`src/rtl/snake_head_ctrl.sv`:
```
// Snake-head controller: edge-detected direction buttons, reverse rejection,
// and a tick-driven head mover over a WIDTH x HEIGHT grid with IDLE/RUN/DEAD FSM.
// Optional two-entry heading queue enabled by defining SNAKE_DIR_QUEUE_EN.
module snake_head_ctrl #(
  parameter int unsigned WIDTH     = 16,
  parameter int unsigned HEIGHT    = 8,
  parameter int unsigned XW        = 4,
  parameter int unsigned YW        = 4,
  parameter int unsigned START_X   = 0,
  parameter int unsigned START_Y   = 0,
  parameter int unsigned START_DIR = 0,
  parameter int unsigned WRAP      = 1
) (
  input  logic          clk,
  input  logic          reset,
  input  logic          step,
  input  logic          btn_up,
  input  logic          btn_down,
  input  logic          btn_left,
  input  logic          btn_right,
  output logic [XW-1:0] x,
  output logic [YW-1:0] y,
  output logic [1:0]    dir,
  output logic          running,
  output logic          dead,
  output logic          moved
);

  localparam int unsigned XW1 = XW + 1;
  localparam int unsigned YW1 = YW + 1;

  localparam logic [XW1-1:0] X_LIM = XW1'(WIDTH);
  localparam logic [YW1-1:0] Y_LIM = YW1'(HEIGHT);
  localparam logic [XW-1:0]  X_RST = XW'(START_X);
  localparam logic [YW-1:0]  Y_RST = YW'(START_Y);
  localparam logic [1:0]     D_RST = 2'(START_DIR);

  localparam logic [1:0] D_RIGHT = 2'd0;
  localparam logic [1:0] D_DOWN  = 2'd1;
  localparam logic [1:0] D_LEFT  = 2'd2;
  localparam logic [1:0] D_UP    = 2'd3;

  typedef enum logic [1:0] {
    S_IDLE = 2'd0,
    S_RUN  = 2'd1,
    S_DEAD = 2'd2
  } state_t;

  state_t state_q, state_d;

  // button vectors are ordered {up, right, down, left}
  logic [3:0] btn_now, btn_q, btn_edge;
  logic       req_vld;
  logic [1:0] req_dir;
  logic [1:0] mv_dir;
  logic [1:0] ref_dir;

  logic [XW1-1:0] nx;
  logic [YW1-1:0] ny;
  logic           off_grid;

  logic [XW-1:0] x_d;
  logic [YW-1:0] y_d;
  logic [1:0]    dir_d;
  logic          moved_d;
  logic          running_d;
  logic          dead_d;

`ifdef SNAKE_DIR_QUEUE_EN
  logic [1:0] q0_q, q1_q, q0_d, q1_d;
  logic [1:0] qn_q, qn_d;
`else
  logic [1:0] pend_q, pend_d;
`endif

  assign btn_now  = {btn_up, btn_right, btn_down, btn_left};
  assign btn_edge = btn_now & ~btn_q;

  // One request per cycle: up > right > down > left
  always_comb begin
    req_vld = |btn_edge;
    req_dir = D_LEFT;
    if (btn_edge[3])      req_dir = D_UP;
    else if (btn_edge[2]) req_dir = D_RIGHT;
    else if (btn_edge[1]) req_dir = D_DOWN;
  end

  // Heading used by a step taken this cycle
  always_comb begin
`ifdef SNAKE_DIR_QUEUE_EN
    mv_dir = (qn_q != 2'd0) ? q0_q : dir;
`else
    mv_dir = pend_q;
`endif
  end

  // Candidate next cell with one extra bit so edges are seen, not aliased
  always_comb begin
    nx       = {1'b0, x};
    ny       = {1'b0, y};
    off_grid = 1'b0;
    case (mv_dir)
      D_RIGHT: begin
        nx = {1'b0, x} + XW1'(1);
        if (nx >= X_LIM) begin
          off_grid = 1'b1;
          nx       = '0;
        end
      end
      D_LEFT: begin
        nx = {1'b0, x} - XW1'(1);
        if (nx[XW]) begin
          off_grid = 1'b1;
          nx       = X_LIM - XW1'(1);
        end
      end
      D_DOWN: begin
        ny = {1'b0, y} + YW1'(1);
        if (ny >= Y_LIM) begin
          off_grid = 1'b1;
          ny       = '0;
        end
      end
      default: begin
        ny = {1'b0, y} - YW1'(1);
        if (ny[YW]) begin
          off_grid = 1'b1;
          ny       = Y_LIM - YW1'(1);
        end
      end
    endcase
  end

  // Next-state and output logic
  always_comb begin
    state_d = state_q;
    x_d     = x;
    y_d     = y;
    dir_d   = dir;
    moved_d = 1'b0;
    ref_dir = dir;
`ifdef SNAKE_DIR_QUEUE_EN
    q0_d = q0_q;
    q1_d = q1_q;
    qn_d = qn_q;
`else
    pend_d = pend_q;
`endif

    case (state_q)
      S_IDLE: begin
        if (req_vld) begin
          dir_d   = req_dir;
`ifdef SNAKE_DIR_QUEUE_EN
          qn_d    = 2'd0;
`else
          pend_d  = req_dir;
`endif
          state_d = S_RUN;
        end
      end

      S_RUN: begin
        if (step) begin
          dir_d = mv_dir;
`ifdef SNAKE_DIR_QUEUE_EN
          if (qn_q != 2'd0) begin
            q0_d = q1_q;
            qn_d = qn_q - 2'd1;
          end
`endif
          if (off_grid && (WRAP == 0)) begin
            state_d = S_DEAD;
          end else begin
            x_d     = nx[XW-1:0];
            y_d     = ny[YW-1:0];
            moved_d = 1'b1;
          end
        end

        // Requests are checked against the heading as it stands after this cycle's step
`ifdef SNAKE_DIR_QUEUE_EN
        if (qn_d == 2'd2)      ref_dir = q1_d;
        else if (qn_d == 2'd1) ref_dir = q0_d;
        else                   ref_dir = dir_d;
`else
        ref_dir = dir_d;
`endif
        if (req_vld && (req_dir != ref_dir) && (req_dir != (ref_dir ^ 2'd2))) begin
`ifdef SNAKE_DIR_QUEUE_EN
          if (qn_d == 2'd0) begin
            q0_d = req_dir;
            qn_d = 2'd1;
          end else if (qn_d == 2'd1) begin
            q1_d = req_dir;
            qn_d = 2'd2;
          end
`else
          pend_d = req_dir;
`endif
        end
      end

      default: begin
      end
    endcase

    running_d = (state_d == S_RUN);
    dead_d    = (state_d == S_DEAD);
  end

  // State and output registers
  always_ff @(posedge clk or negedge reset) begin
    if (!reset) begin
      state_q <= S_IDLE;
      btn_q   <= '0;
      x       <= X_RST;
      y       <= Y_RST;
      dir     <= D_RST;
      running <= 1'b0;
      dead    <= 1'b0;
      moved   <= 1'b0;
`ifdef SNAKE_DIR_QUEUE_EN
      q0_q    <= D_RST;
      q1_q    <= D_RST;
      qn_q    <= 2'd0;
`else
      pend_q  <= D_RST;
`endif
    end else begin
      state_q <= state_d;
      btn_q   <= btn_now;
      x       <= x_d;
      y       <= y_d;
      dir     <= dir_d;
      running <= running_d;
      dead    <= dead_d;
      moved   <= moved_d;
`ifdef SNAKE_DIR_QUEUE_EN
      q0_q    <= q0_d;
      q1_q    <= q1_d;
      qn_q    <= qn_d;
`else
      pend_q  <= pend_d;
`endif
    end
  end

endmodule

```
`config.mk`:
```
export PLATFORM = sky130hd
export DESIGN_NAME = snake_head_ctrl
export DESIGN_NICKNAME = d
export VERILOG_FILES = /design/src/rtl/snake_head_ctrl.sv
export SDC_FILE = /design/constraint.sdc
export NUM_CORES = 1
export LEC_CHECK = 0
export CORE_ASPECT_RATIO = 0.75
export CORE_MARGIN = 3
export CORE_UTILIZATION = 49
export DETAILED_ROUTE_END_ITERATION = 10
export HOLD_SLACK_MARGIN = 0.02
export PLACE_DENSITY = 0.74
export SLEW_MARGIN = 20
export SYNTH_ARGS = -nofsm -noshare
export SYNTH_HDL_FRONTEND = slang
export SYNTH_SLANG_ARGS = --single-unit
```
`constraint.sdc`:
```
create_clock -name clk -period 1.8 [get_ports clk]
set_input_delay 0.54 -clock clk [delete_from_list [all_inputs] [get_ports clk]]
set_output_delay 0.54 -clock clk [all_outputs]
set_load 0.1 [all_outputs]
```
==> flow_metrics.env <==
export IMPL_status="finished, final reports clean"
export IMPL_port_buffers=19
export IMPL_yosysWarningCount=0
export IMPL_design_area_sq_um=1610
export IMPL_drc=0
export IMPL_vdd_ir_drop_max_uv=1280
export IMPL_switching_power_w=0.00159
export IMPL_syn_avg_cell_area_sq_um=9.69
export IMPL_end_kind="flop"
export IMPL_wire_per_inst_um=13.7
export IMPL_pre_cts_ws_ps=-215
export IMPL_antenna_found_initial=0
export IMPL_startpoint_type="input port"
export IMPL_wl_um=2470
export IMPL_place_area_sq_um=1580
export IMPL_grt_pass1_vias=940
export IMPL_setup_violations_final=0
export IMPL_ys_flop_type="dfrtp_1"
export IMPL_yosysTopAreaCellShare_pct=43.4
export IMPL_power_total_w=0.00302
export IMPL_slew_headroom_pct=75.5
export IMPL_syn_nets=136
export IMPL_final_common_cell="dfrtp_1"
export IMPL_synth_area_top_cells="dfrtp_1 43%, nand2b_1 4.6%, o21ai_0 4.5%, ha_1 4.1%, mux2i_1 3.3%"
export IMPL_die_area_sq_um=3110
export IMPL_yosysTopAreaCell="dfrtp_1"
export IMPL_rsz0062_at_grt="false"
export IMPL_coreArea_sq_um=2170
export IMPL_fin_hold_ws_ps=550
export IMPL_final_cell_mix="14 x dfrtp_1, 13 x buf_12, 10 x o21ai_0"
export IMPL_cp_required_ps=2000
export IMPL_hold_path_class="flop to flop"
export IMPL_ys_ff_latch=21
export IMPL_grt_overflow_total=0
export IMPL_worstSetupPathType="input port to flop"
export IMPL_worstMarginPinSlew_ps=367
export IMPL_drive_above_1_share_pct=24.3
export IMPL_cp_max_fo=3
export IMPL_via_count=998
export IMPL_layout_nets=160
export IMPL_seq_power_share_pct=30.4
export IMPL_fp_dieH_um=49.1
export IMPL_cts_tree="done"
export IMPL_grt_pass1_wl_um=4490
export IMPL_powerDensity_nw_per_um2=1870
export IMPL_synth_distinct_cells=36
export IMPL_h_tree_depth=1
export IMPL_place_congestion=0.802
export IMPL_fmax_ghz=0.585
export IMPL_start_util_pct=55.8
export IMPL_fin_ws_ps=91.0
export IMPL_comb_power_share_pct=62.0
export IMPL_slew_viol_final=0
export IMPL_synth_area_sq_um=1210
export IMPL_ys_seq_area_share_pct=43.4
export IMPL_cts_max_path_buffers=2
export IMPL_die_x_um=63.4
export IMPL_grt_max_degree=22
export IMPL_netlist_instances=125
export IMPL_maxCapViolations=0
export IMPL_async_flop_share_pct=100
export IMPL_post_cts_setup_buffer_count=0
export IMPL_cp_arrival_ps=1910
export IMPL_period_share_pct=94.9
export IMPL_fin_skew_ps=1.89
export IMPL_insertion_delay_ps=300
export IMPL_p_leak_nw=0.727
export IMPL_hold_viol_final=0
export IMPL_fp_row_count=14
export IMPL_dp_hpwl_um=1840
export IMPL_synth_enable_flop_cells=0
export IMPL_cts_root_buffer="clkbuf_4"
export IMPL_first_pass_iters=4
export IMPL_postCtsHoldBufs=0
export IMPL_clock_sinks=21
export IMPL_ioPinCount=20
export IMPL_internal_power_w=0.00143
export IMPL_antenna_cells=0
export IMPL_clkTransAtPathRegs_ps=120
export IMPL_power_frac_clock_pct=7.6
export IMPL_drtAntennaViolNets=0
export IMPL_syn_to_final_growth_pct=33.1
export IMPL_grt_use_total_pct=18.2
export IMPL_dr_first_iter_drc_count=16
export IMPL_viasPerCell=5.54
export IMPL_p_sw_share_pct=52.5
export IMPL_numCtsBuffers=3
export IMPL_cts_resized=0
export IMPL_finalCriticalPeriod_ps=1710
[per-stage QoR]
step,utilization (%),instances,TNS [ps]
2_1_floorplan,-,125,0
3_3_place_gp,72.9,176,-867
4_1_cts,74.2,180,0
6_report,74.2,180,0
3_5_place_dp,72.9,176,-1340
5_1_grt,74.2,180,0
[synthesized netlist by cell type, types with 2 or more instances]
master    instances
a41o_1            2
nor2_1            8
o21ai_0          11
a32oi_1           3
nor2b_1           3
nand2b_2          2
dfrtp_1          21
nand2_1           8
o21ai_1           4
o211ai_1          2
mux2i_1           4
a21boi_0          3
buf_2             3
buf_6             2
o31ai_1           2
inv_1             9
ha_1              4
a21oi_1           7
a21o_1            2
nand2b_1          9
[final cells by class]
| type | instances | area, sq um |
|---|---|---|
| Fill cell | 161 | 561 |
| Timing Repair Buffer | 25 | 365 |
| Tap cell | 32 | 40.0 |
| Clock buffer | 3 | 22.5 |
| Sequential cell | 21 | 534 |
| Clock inverter | 1 | 5.00 |
| Multi-Input combinational cell | 89 | 611 |
| Inverter | 9 | 33.8 |
[flip-flops by register name, indices dropped and copies added (netlist names)]
| register | cells |
|---|---|
| btn_q | 4 |
| x | 4 |
| y | 4 |
| dir | 2 |
| mv_dir | 2 |
| state_q | 2 |
| dead | 1 |
| moved | 1 |
| running | 1 |
[critical path, stage by stage]
cell and delay, ps:
clkdlybuf4s50_1 500, mux2i_1 280, o2111ai_1 170, o211ai_2 120
mux2_4 310
[worst paths after layout]
kind	slack [ps]	start	endpoint	depth (start not counted)
setup / recovery	90	step	mv_dir[1]$_DFFE_PN0P_	5
hold / removal	550	state_q[1]$_DFF_PN0_	state_q[1]$_DFF_PN0_	0
setup reg to reg	350	mv_dir[0]$_DFFE_PN0P_	mv_dir[1]$_DFFE_PN0P_	4
hold reg to reg	550	state_q[1]$_DFF_PN0_	state_q[1]$_DFF_PN0_	0
max in group asynchronous	1020	reset	y[0]$_DFFE_PN0P_	2
min in group asynchronous	560	reset	btn_q[1]$_DFF_PN0_	2
[kinds of logic (layout without fill, tap and decap cells)]
family	Yosys count	in the layout	share of synthesized area, %
compound gates	42	42	23.8
simple gates	37	37	17.3
flops	21	21	43.4
buf+inv	15	38	6.20
mux	5	5	4.55
fa+ha+maj	4	4	4.13
xor+xnor	1	1	0.723
[routing by layer]
| metal | wire (um) | vias to the layer above | share of wire, % | GRT usage, % |
|---|---|---|---|---|
| met4 | 12 | 0 | 0.49 | 3.94 |
| met3 | 123 | 2 | 5.0 | 5.30 |
| met1 | 1300 | 469 | 52 | 25.8 |
| li1 | - | 499 | - | - |
| met5 | 0 | - | 0 | 0 |
| met2 | 1040 | 28 | 42 | 27.6 |
[power groups by stage]
stage | registers (W) | clock network, W | logic [W]
final | 0.000916 | 0.000231 | 0.00187
after CTS | 0.000913 | 0.000239 | 0.00188
after global routing | 0.000961 | 0.000258 | 0.00198
after global placement | 0.000912 | 0 | 0.00184
after floorplan | 0.00149 | 0 | 0.000687
after detailed placement | 0.000922 | 0 | 0.00188
No activity file was read; power rests on OpenSTA's default activity.
